`src/rtl/mem_arb_pkg.sv`:
```
// ---------------------------------------------------------------------------
// mem_arb_pkg
// Shared definitions for the GPU/CPU memory port arbiter.
//   DEFAULT_MAX_GPU_RUN : default number of back-to-back GPU grants allowed
//                         while the CPU is waiting (starvation guard build)
//   RUN_CNT_W           : width of the starvation run counter (limit 1..15)
//   owner_t             : which requester (if any) got a read grant last cycle
// ---------------------------------------------------------------------------
package mem_arb_pkg;

    localparam int DEFAULT_MAX_GPU_RUN = 4;
    localparam int RUN_CNT_W           = 4;

    // Owner of the read return arriving this cycle, i.e. who was granted a
    // read in the previous cycle.
    typedef enum logic [1:0] {
        IDLE   = 2'd0,
        GPU_RD = 2'd1,
        CPU_RD = 2'd2
    } owner_t;

endpackage

```
`src/rtl/mem_port_arbiter_if.sv`:
```
// ---------------------------------------------------------------------------
// mem_port_arbiter_if
// Bundles the two requester ports (GPU display engine, MIPS core) and the
// shared single-port RAM port of the memory arbiter.
//   gpu_* / cpu_*  : req, addr, wr_ena, wr_data in; gnt, rd_valid, rd_data out
//   mem_*          : addr, wr_data, wr_ena out; rd_data in (one-cycle latency)
// Modports:
//   slave  : the arbiter itself
//   master : the requesters plus the RAM (the surrounding system)
// ---------------------------------------------------------------------------
interface mem_port_arbiter_if #(
    parameter int ADDR_W = 32
);

    logic              gpu_req;
    logic [ADDR_W-1:0] gpu_addr;
    logic              gpu_wr_ena;
    logic [31:0]       gpu_wr_data;
    logic              gpu_gnt;
    logic              gpu_rd_valid;
    logic [31:0]       gpu_rd_data;

    logic              cpu_req;
    logic [ADDR_W-1:0] cpu_addr;
    logic              cpu_wr_ena;
    logic [31:0]       cpu_wr_data;
    logic              cpu_gnt;
    logic              cpu_rd_valid;
    logic [31:0]       cpu_rd_data;

    logic [ADDR_W-1:0] mem_addr;
    logic [31:0]       mem_wr_data;
    logic              mem_wr_ena;
    logic [31:0]       mem_rd_data;

    modport slave (
        input  gpu_req, gpu_addr, gpu_wr_ena, gpu_wr_data,
        output gpu_gnt, gpu_rd_valid, gpu_rd_data,
        input  cpu_req, cpu_addr, cpu_wr_ena, cpu_wr_data,
        output cpu_gnt, cpu_rd_valid, cpu_rd_data,
        output mem_addr, mem_wr_data, mem_wr_ena,
        input  mem_rd_data
    );

    modport master (
        output gpu_req, gpu_addr, gpu_wr_ena, gpu_wr_data,
        input  gpu_gnt, gpu_rd_valid, gpu_rd_data,
        output cpu_req, cpu_addr, cpu_wr_ena, cpu_wr_data,
        input  cpu_gnt, cpu_rd_valid, cpu_rd_data,
        input  mem_addr, mem_wr_data, mem_wr_ena,
        output mem_rd_data
    );

endinterface

```
`src/rtl/arb_run_counter.sv`:
```
// ---------------------------------------------------------------------------
// arb_run_counter
// Counts consecutive GPU grants taken while the CPU is kept waiting and flags
// when the allowed run length has been used up.
// Ports:
//   cclk     in  : system clock
//   rstb     in  : asynchronous active-low reset
//   gpu_gnt  in  : GPU granted this cycle
//   cpu_gnt  in  : CPU granted this cycle
//   cpu_req  in  : CPU requesting this cycle
//   at_limit out : run counter has reached MAX_GPU_RUN
// ---------------------------------------------------------------------------
module arb_run_counter
    import mem_arb_pkg::*;
#(
    parameter int MAX_GPU_RUN = DEFAULT_MAX_GPU_RUN
) (
    input  logic cclk,
    input  logic rstb,
    input  logic gpu_gnt,
    input  logic cpu_gnt,
    input  logic cpu_req,
    output logic at_limit
);

    localparam logic [RUN_CNT_W-1:0] RUN_LIMIT = RUN_CNT_W'(MAX_GPU_RUN);

    logic [RUN_CNT_W-1:0] run_count;

    // The run only counts GPU grants that actually made the CPU wait; any
    // cycle where the CPU is served or not asking starts a fresh run. The
    // counter saturates so it never wraps past the limit.
    always_ff @(posedge cclk or negedge rstb) begin
        if (!rstb) begin
            run_count <= '0;
        end else if (cpu_gnt || !cpu_req) begin
            run_count <= '0;
        end else if (gpu_gnt && (run_count != RUN_LIMIT)) begin
            run_count <= run_count + 1'b1;
        end
    end

    assign at_limit = (run_count == RUN_LIMIT);

endmodule

```
`src/rtl/mem_port_arbiter.sv`:
```
// ---------------------------------------------------------------------------
// mem_port_arbiter
// Shares one single-port RAM between the GPU display engine and the MIPS
// core. At most one requester is granted per cycle; the GPU wins ties. Read
// data returns one cycle after the grant and is routed to whoever issued the
// read.
// Parameters:
//   MAX_GPU_RUN : consecutive GPU grants allowed while the CPU waits (1..15)
//   ADDR_W      : address width of every address port
// Ports:
//   cclk : system clock, all state on the rising edge
//   rstb : asynchronous active-low reset
//   bus  : mem_port_arbiter_if.slave (GPU port, CPU port, RAM port)
// Build option:
//   ARB_STARVE_GUARD_EN - when defined, a run counter forces a CPU grant
//   after MAX_GPU_RUN back-to-back GPU grants with the CPU waiting;
//   otherwise the GPU has strict priority.
// ---------------------------------------------------------------------------
module mem_port_arbiter
    import mem_arb_pkg::*;
#(
    parameter int MAX_GPU_RUN = DEFAULT_MAX_GPU_RUN,
    parameter int ADDR_W      = 32
) (
    input  logic              cclk,
    input  logic              rstb,
    mem_port_arbiter_if.slave bus
);

    if ((MAX_GPU_RUN < 1) || (MAX_GPU_RUN > 15)) begin : g_bad_run_limit
        $error("mem_port_arbiter: MAX_GPU_RUN must be in 1..15");
    end

    logic              gpu_gnt_c;
    logic              cpu_gnt_c;
    logic              force_cpu;
    logic [ADDR_W-1:0] sel_addr;
    logic [31:0]       sel_wr_data;
    logic              sel_wr_ena;
    logic              gpu_rd_valid_c;
    logic              cpu_rd_valid_c;
    owner_t            state;
    owner_t            state_nxt;

`ifdef ARB_STARVE_GUARD_EN
    arb_run_counter #(
        .MAX_GPU_RUN (MAX_GPU_RUN)
    ) u_run_counter (
        .cclk     (cclk),
        .rstb     (rstb),
        .gpu_gnt  (gpu_gnt_c),
        .cpu_gnt  (cpu_gnt_c),
        .cpu_req  (bus.cpu_req),
        .at_limit (force_cpu)
    );
`else
    assign force_cpu = 1'b0;
`endif

    // Grant decision. The CPU only wins when the GPU is idle or the GPU has
    // used up its run. Grants are gated by rstb so nothing is accepted while
    // the arbiter is held in reset.
    always_comb begin
        gpu_gnt_c = 1'b0;
        cpu_gnt_c = 1'b0;
        if (rstb) begin
            if (bus.cpu_req && (force_cpu || !bus.gpu_req)) begin
                cpu_gnt_c = 1'b1;
            end else if (bus.gpu_req) begin
                gpu_gnt_c = 1'b1;
            end
        end
    end

    // RAM port follows the granted requester in the grant cycle and is
    // parked at zero otherwise.
    always_comb begin
        sel_addr    = '0;
        sel_wr_data = '0;
        sel_wr_ena  = 1'b0;
        if (gpu_gnt_c) begin
            sel_addr    = bus.gpu_addr;
            sel_wr_data = bus.gpu_wr_data;
            sel_wr_ena  = bus.gpu_wr_ena;
        end else if (cpu_gnt_c) begin
            sel_addr    = bus.cpu_addr;
            sel_wr_data = bus.cpu_wr_data;
            sel_wr_ena  = bus.cpu_wr_ena;
        end
    end

    // Owner register: remembers who issued a read last cycle so the RAM's
    // one-cycle-late data can be steered back. Reset drops any read in
    // flight.
    always_ff @(posedge cclk or negedge rstb) begin
        if (!rstb) begin
            state <= IDLE;
        end else begin
            state <= state_nxt;
        end
    end

    // Next owner is decided purely by this cycle's grant; writes never
    // produce a return.
    always_comb begin
        state_nxt = IDLE;
        if (gpu_gnt_c && !bus.gpu_wr_ena) begin
            state_nxt = GPU_RD;
        end else if (cpu_gnt_c && !bus.cpu_wr_ena) begin
            state_nxt = CPU_RD;
        end
    end

    assign gpu_rd_valid_c = (state == GPU_RD);
    assign cpu_rd_valid_c = (state == CPU_RD);

    assign bus.gpu_gnt      = gpu_gnt_c;
    assign bus.cpu_gnt      = cpu_gnt_c;
    assign bus.mem_addr     = sel_addr;
    assign bus.mem_wr_data  = sel_wr_data;
    assign bus.mem_wr_ena   = sel_wr_ena;
    assign bus.gpu_rd_valid = gpu_rd_valid_c;
    assign bus.cpu_rd_valid = cpu_rd_valid_c;
    assign bus.gpu_rd_data  = gpu_rd_valid_c ? bus.mem_rd_data : 32'h0;
    assign bus.cpu_rd_data  = cpu_rd_valid_c ? bus.mem_rd_data : 32'h0;

endmodule

```
`src/flat_wrapper.sv`:
```
// flat-port wrapper written by rule: the top's interface ports become plain ports
module mem_port_arbiter_flat import mem_arb_pkg::*;
#(
    parameter int MAX_GPU_RUN = DEFAULT_MAX_GPU_RUN,
    parameter int ADDR_W      = 32
)
  (cclk, rstb, bus_gpu_req, bus_gpu_addr, bus_gpu_wr_ena, bus_gpu_wr_data, bus_gpu_gnt, bus_gpu_rd_valid, bus_gpu_rd_data, bus_cpu_req, bus_cpu_addr, bus_cpu_wr_ena, bus_cpu_wr_data, bus_cpu_gnt, bus_cpu_rd_valid, bus_cpu_rd_data, bus_mem_addr, bus_mem_wr_data, bus_mem_wr_ena, bus_mem_rd_data);
  mem_port_arbiter_if #(.ADDR_W(ADDR_W)) bus_i ();
  input  logic cclk;
  input  logic rstb;
  input wire logic [$bits(bus_i.gpu_req)-1:0] bus_gpu_req;
  input wire logic [$bits(bus_i.gpu_addr)-1:0] bus_gpu_addr;
  input wire logic [$bits(bus_i.gpu_wr_ena)-1:0] bus_gpu_wr_ena;
  input wire logic [$bits(bus_i.gpu_wr_data)-1:0] bus_gpu_wr_data;
  output wire logic [$bits(bus_i.gpu_gnt)-1:0] bus_gpu_gnt;
  output wire logic [$bits(bus_i.gpu_rd_valid)-1:0] bus_gpu_rd_valid;
  output wire logic [$bits(bus_i.gpu_rd_data)-1:0] bus_gpu_rd_data;
  input wire logic [$bits(bus_i.cpu_req)-1:0] bus_cpu_req;
  input wire logic [$bits(bus_i.cpu_addr)-1:0] bus_cpu_addr;
  input wire logic [$bits(bus_i.cpu_wr_ena)-1:0] bus_cpu_wr_ena;
  input wire logic [$bits(bus_i.cpu_wr_data)-1:0] bus_cpu_wr_data;
  output wire logic [$bits(bus_i.cpu_gnt)-1:0] bus_cpu_gnt;
  output wire logic [$bits(bus_i.cpu_rd_valid)-1:0] bus_cpu_rd_valid;
  output wire logic [$bits(bus_i.cpu_rd_data)-1:0] bus_cpu_rd_data;
  output wire logic [$bits(bus_i.mem_addr)-1:0] bus_mem_addr;
  output wire logic [$bits(bus_i.mem_wr_data)-1:0] bus_mem_wr_data;
  output wire logic [$bits(bus_i.mem_wr_ena)-1:0] bus_mem_wr_ena;
  input wire logic [$bits(bus_i.mem_rd_data)-1:0] bus_mem_rd_data;
  assign bus_i.gpu_req = bus_gpu_req;
  assign bus_i.gpu_addr = bus_gpu_addr;
  assign bus_i.gpu_wr_ena = bus_gpu_wr_ena;
  assign bus_i.gpu_wr_data = bus_gpu_wr_data;
  assign bus_gpu_gnt = bus_i.gpu_gnt;
  assign bus_gpu_rd_valid = bus_i.gpu_rd_valid;
  assign bus_gpu_rd_data = bus_i.gpu_rd_data;
  assign bus_i.cpu_req = bus_cpu_req;
  assign bus_i.cpu_addr = bus_cpu_addr;
  assign bus_i.cpu_wr_ena = bus_cpu_wr_ena;
  assign bus_i.cpu_wr_data = bus_cpu_wr_data;
  assign bus_cpu_gnt = bus_i.cpu_gnt;
  assign bus_cpu_rd_valid = bus_i.cpu_rd_valid;
  assign bus_cpu_rd_data = bus_i.cpu_rd_data;
  assign bus_mem_addr = bus_i.mem_addr;
  assign bus_mem_wr_data = bus_i.mem_wr_data;
  assign bus_mem_wr_ena = bus_i.mem_wr_ena;
  assign bus_i.mem_rd_data = bus_mem_rd_data;
  mem_port_arbiter #(.MAX_GPU_RUN(MAX_GPU_RUN), .ADDR_W(ADDR_W)) u_core (.cclk(cclk), .rstb(rstb), .bus(bus_i));
endmodule
```
`config.mk`:
```
export PLATFORM = sky130hd
export DESIGN_NAME = mem_port_arbiter_flat
export DESIGN_NICKNAME = d
export VERILOG_FILES = /design/src/rtl/mem_arb_pkg.sv /design/src/rtl/mem_port_arbiter_if.sv /design/src/rtl/arb_run_counter.sv /design/src/rtl/mem_port_arbiter.sv /design/src/flat_wrapper.sv
export SDC_FILE = /design/constraint.sdc
export NUM_CORES = 1
export LEC_CHECK = 0
export ABC_CLOCK_PERIOD_IN_PS = 1200
export BUFFER_PORTS_ARGS = -buffer_cell sky130_fd_sc_hd__buf_2
export CORE_AREA = 4 4 113 115
export CTS_BUF_LIST = sky130_fd_sc_hd__clkbuf_8
export DETAILED_ROUTE_END_ITERATION = 8
export DIE_AREA = 0 0 117 119
export MAX_ROUTING_LAYER = met4
export PLACE_DENSITY = 0.53
export RECOVER_POWER = 100
export SYNTH_ARGS = -nofsm -noshare
export SYNTH_HDL_FRONTEND = slang
export SYNTH_SLANG_ARGS = --single-unit
```
`constraint.sdc`:
```
create_clock -name cclk -period 1.2 [get_ports cclk]
set_input_delay 0.06 -clock cclk [delete_from_list [all_inputs] [get_ports cclk]]
set_output_delay 0.06 -clock cclk [all_outputs]
set_load 0.02 [all_outputs]
```
**Word-level counts from Yosys, hierarchy flattened**

Index checks and enable logic that the tools add are counted.

- Register bits after elaboration: 2
- Bits of input ports: 166
- Output and inout port bits: 133
- Word-level logic and storage cells: 24

- Eq/ne operators: 2
- Muxes and demuxes: 15
- Reductions and logical operators: 6

Operators with widths:

| operator | count |
|---|---|
| 32-bit 2-to-1 mux | 6 |
| 1-bit 2-to-1 mux | 7 |
| 2-bit 2-to-1 mux | 2 |
| 1-bit logical AND | 3 |
| 1-bit logical NOT | 3 |
| 2-bit by 1-bit == test with 1-bit output (second input constant) | 1 |
| 2-bit == test (second input constant) | 1 |

**Depth between registers and ports, before layout**

- Word-level depth: 7
- Gate-level depth with buffers: 5
- Gate-level depth less buffers: 2

**Least setup slack after synthesis**

No wires, ideal clock.

- Path type: flip-flop to output port
- From: register u_core.state[0]
- To: output bus_cpu_rd_data[22]
- Data arrival time: 1.222 ns
- Data required time: 1.140 ns
- Path slack: -0.082 ns
- Stages on the path, launching flop included: 4
- Buffers on the path: 1
- Cell sequence: dfrtp_1 > nor2b_1 > clkbuf_1 > and2_1

- Word-level cells in the longest chain between the ends: 2

Ends and longest elaborated chain:

| what | line | text |
|---|---|---|
| from (decl) | mem_port_arbiter.sv:42 | `owner_t state;` |
| from (signal assigned) | mem_port_arbiter.sv:99 | `state <= state_nxt;` |
| 2-bit == test | mem_port_arbiter.sv:115 | `assign cpu_rd_valid_c = (state == CPU_RD);` |
| named net bus_cpu_rd_valid | flat_wrapper.sv:23 | `output wire logic [$bits(bus_i.cpu_rd_valid)-1:0] bus_cpu_rd_valid;` |
| 32-bit 2-to-1 mux | mem_port_arbiter.sv:125 | `assign bus.cpu_rd_data = cpu_rd_valid_c ? bus.mem_rd_data : 32'h0;` |
| to (decl) | flat_wrapper.sv:24 | `output wire logic [$bits(bus_i.cpu_rd_data)-1:0] bus_cpu_rd_data;` |

The timed path passes the listed nets, and every way through them passes these cells.

**Final worst setup path**

- From: register u_core.state[0]
- To: output bus_gpu_rd_data[5]

- Word-level cells in the longest chain between the ends: 2

Ends and longest elaborated chain:

| what | line | text |
|---|---|---|
| 2-bit by 1-bit == test with 1-bit output | mem_port_arbiter.sv:114 | `assign gpu_rd_valid_c = (state == GPU_RD);` |
| 32-bit 2-to-1 mux | mem_port_arbiter.sv:124 | `assign bus.gpu_rd_data = gpu_rd_valid_c ? bus.mem_rd_data : 32'h0;` |
| to (decl) | flat_wrapper.sv:17 | `output wire logic [$bits(bus_i.gpu_rd_data)-1:0] bus_gpu_rd_data;` |

Every way passes these cells.

==> metrics.txt <==
status=complete, but fails checks; failing checks=negative setup slack; dominant cell type by area after synthesis=a32o_1; die width=117 um; kind of critical path=reg2out; max_cap viols=0; Largest Register=u_core.state; max reg flops=2; Final setup viols=95; Peak VDD IR=0.000184 V; fin nets=616; post-DP HPWL=7.80 mm; synthesized area=1290 um^2; total die area=13900 um^2; DRT Wirelength=9.64 mm; Synth top area share=0.502; antenna violations before repair=4; Tmin final=1.28 ns; non-filler cells in the finished layout=599; largest net degree at the start of global routing=68; clock transition at the registers of the reported paths=0.03 ns; crit path DAT=1.22 ns; Critical Path Sink Type=output pin; DR vias=2630; final global-route overflow total=0; First-pass DRT Iterations=4; Slew Viols, Final=0; vias in the first global route=2646; Synth Warn #=0; total power=1.43 mW; syn avg cell area=7.75 um^2; Port-buffer cells=298; max incr delay on CP=0.38 ns; FF+latch count, synth=2; CP Cell Sequence=nor2b_4, buf_12, and2_1, buf_4; post-synthesis cell count=167; gr usage total=0.118; first-pass GRT wire length=13.0 mm; final hold vios=0; H-tree Lvls=1; Sink Count=2; IO Pins=299; hold crit path type=in2reg; Area Growth Syn to Fin=164%; vias per cell=4.39; final setup margin=-0.0824 ns; Die H=119 um; largest registers=u_core.state: 2 flops; layout cells sized above 1=0.703; crit path buf inv count=2; CP required=1.14 ns; Post-CTS Setup Inserts=0; initial DRC count=65; slew of the pin with the lowest slew margin=0.423 ns; Max clock buf depth=2; Starting Density=0.110; hold slack=0.0241 ns; RSZ-0062 raised after global routing=yes; CP delay by family, top=flip-flops; post-synth net total=333; startpoint types=flop; Rel. slew slack=0.718; distinct cell type count after synthesis=10; DRC Markers=0; Area contributors post-synth=a32o_1 50%, and2_1 31%, buf_2 4.6%; fmax=780 MHz; Final ANT Viol Nets=0; CTS Buf Count=3; CTS root buf=clkbuf_8; post-route clock period utilization=1.07; pwr/cell area=419 nW/um^2; Final GP Congestion=0.752; dpl cells=590; Slowest cell on crit path=dfrtp_1; CTS tree=built; register area share after synthesis=0.0386; Core ar.=11800 um^2; crit-path max FO=33; num rows=40; leakage power=1.84 nW; Post-Place Worst Slack=-0.00228 ns; Wirelength per Cell=16.1 um
-- final timing paths --
| kind | startpoint | end | slack, ns | cells past startpoint |
|---|---|---|---|---|
| setup / recovery | u_core.state[0] | bus_gpu_rd_data[5] | -0.08 | 4 |
| hold / removal | bus_gpu_wr_ena | u_core.state[0] | 0.02 | 2 |
| max in group asynchronous | rstb | u_core.state[1] | 0.53 | 3 |
| min in group asynchronous | rstb | u_core.state[0] | 0.55 | 3 |
-- stage by stage --
stage | utilization | TNS, ns | area, um^2
after floorplan | - | 0 | 1300
after global placement | 0.249 | 0 | 2940
after detailed placement | 0.249 | -0.00228 | 2940
after CTS | 0.288 | -3.85 | 3400
after global routing | 0.290 | -10.88 | 3420
final | 0.290 | -4.48 | 3420
-- cell type report --
type / instances / area, um^2
timing repair buffer: 306 / 2010
fill: 1222 / 8390
multi-input combinational: 137 / 1130
sequential: 2 / 50.0
antenna: 4 / 10.0
tap: 147 / 184
clock buffer: 3 / 41.3
-- metal layers --
layer  GRT usage  up-vias  wire length [um]
met1       0.115     1210              3410
met2       0.232      180              5070
met4      0.0129        0                27
li1            -     1238                 -
met3      0.0361        2              1140
met5           -        -                 0
-- repair_timing --
item,4_1_cts,5_1_grt
gates cloned,0,1
hold buffers,1,0
resized for setup,131,7
setup endpoints to repair,65,67
hold endpoints to repair,2,0
-- cells in the mapped netlist --
cell type and number:
nor3_1 1, buf_2 12, buf_6 4, clkbuf_1 12, dfrtp_1 2, nand2_1 1, nor2b_1 4, nor2_1 1
and2_1 65, a32o_1 65
-- power breakdown --
| group | total [mW] | switching [mW] | internal (mW) |
|---|---|---|---|
| clock network | 0.259 | 0.0476 | 0.212 |
| logic | 1.10 | 0.583 | 0.520 |
| registers | 0.0724 | 0.00225 | 0.0702 |
| total | 1.43 | 0.633 | 0.801 |
-- cells by family after synthesis --
group	share of synthesized area
and+or+nand+nor	0.343
DFF	0.0386
AOI/OAI and AO/OA	0.502
buffers and inverters	0.116
-- layout by cell type, fill, tap and decap left out, drive strengths merged --
cell         netlist  final
and2              65     65
buf               16    280
nor3               1      1
dlygate4sd3        0      1
dfrtp              2      2
clkbuf            12     28
nor2               1      1
a32o              65     65
diode              0      4
nand2              1      1
nor2b              4      4
Power figures use the tool's default switching activity.
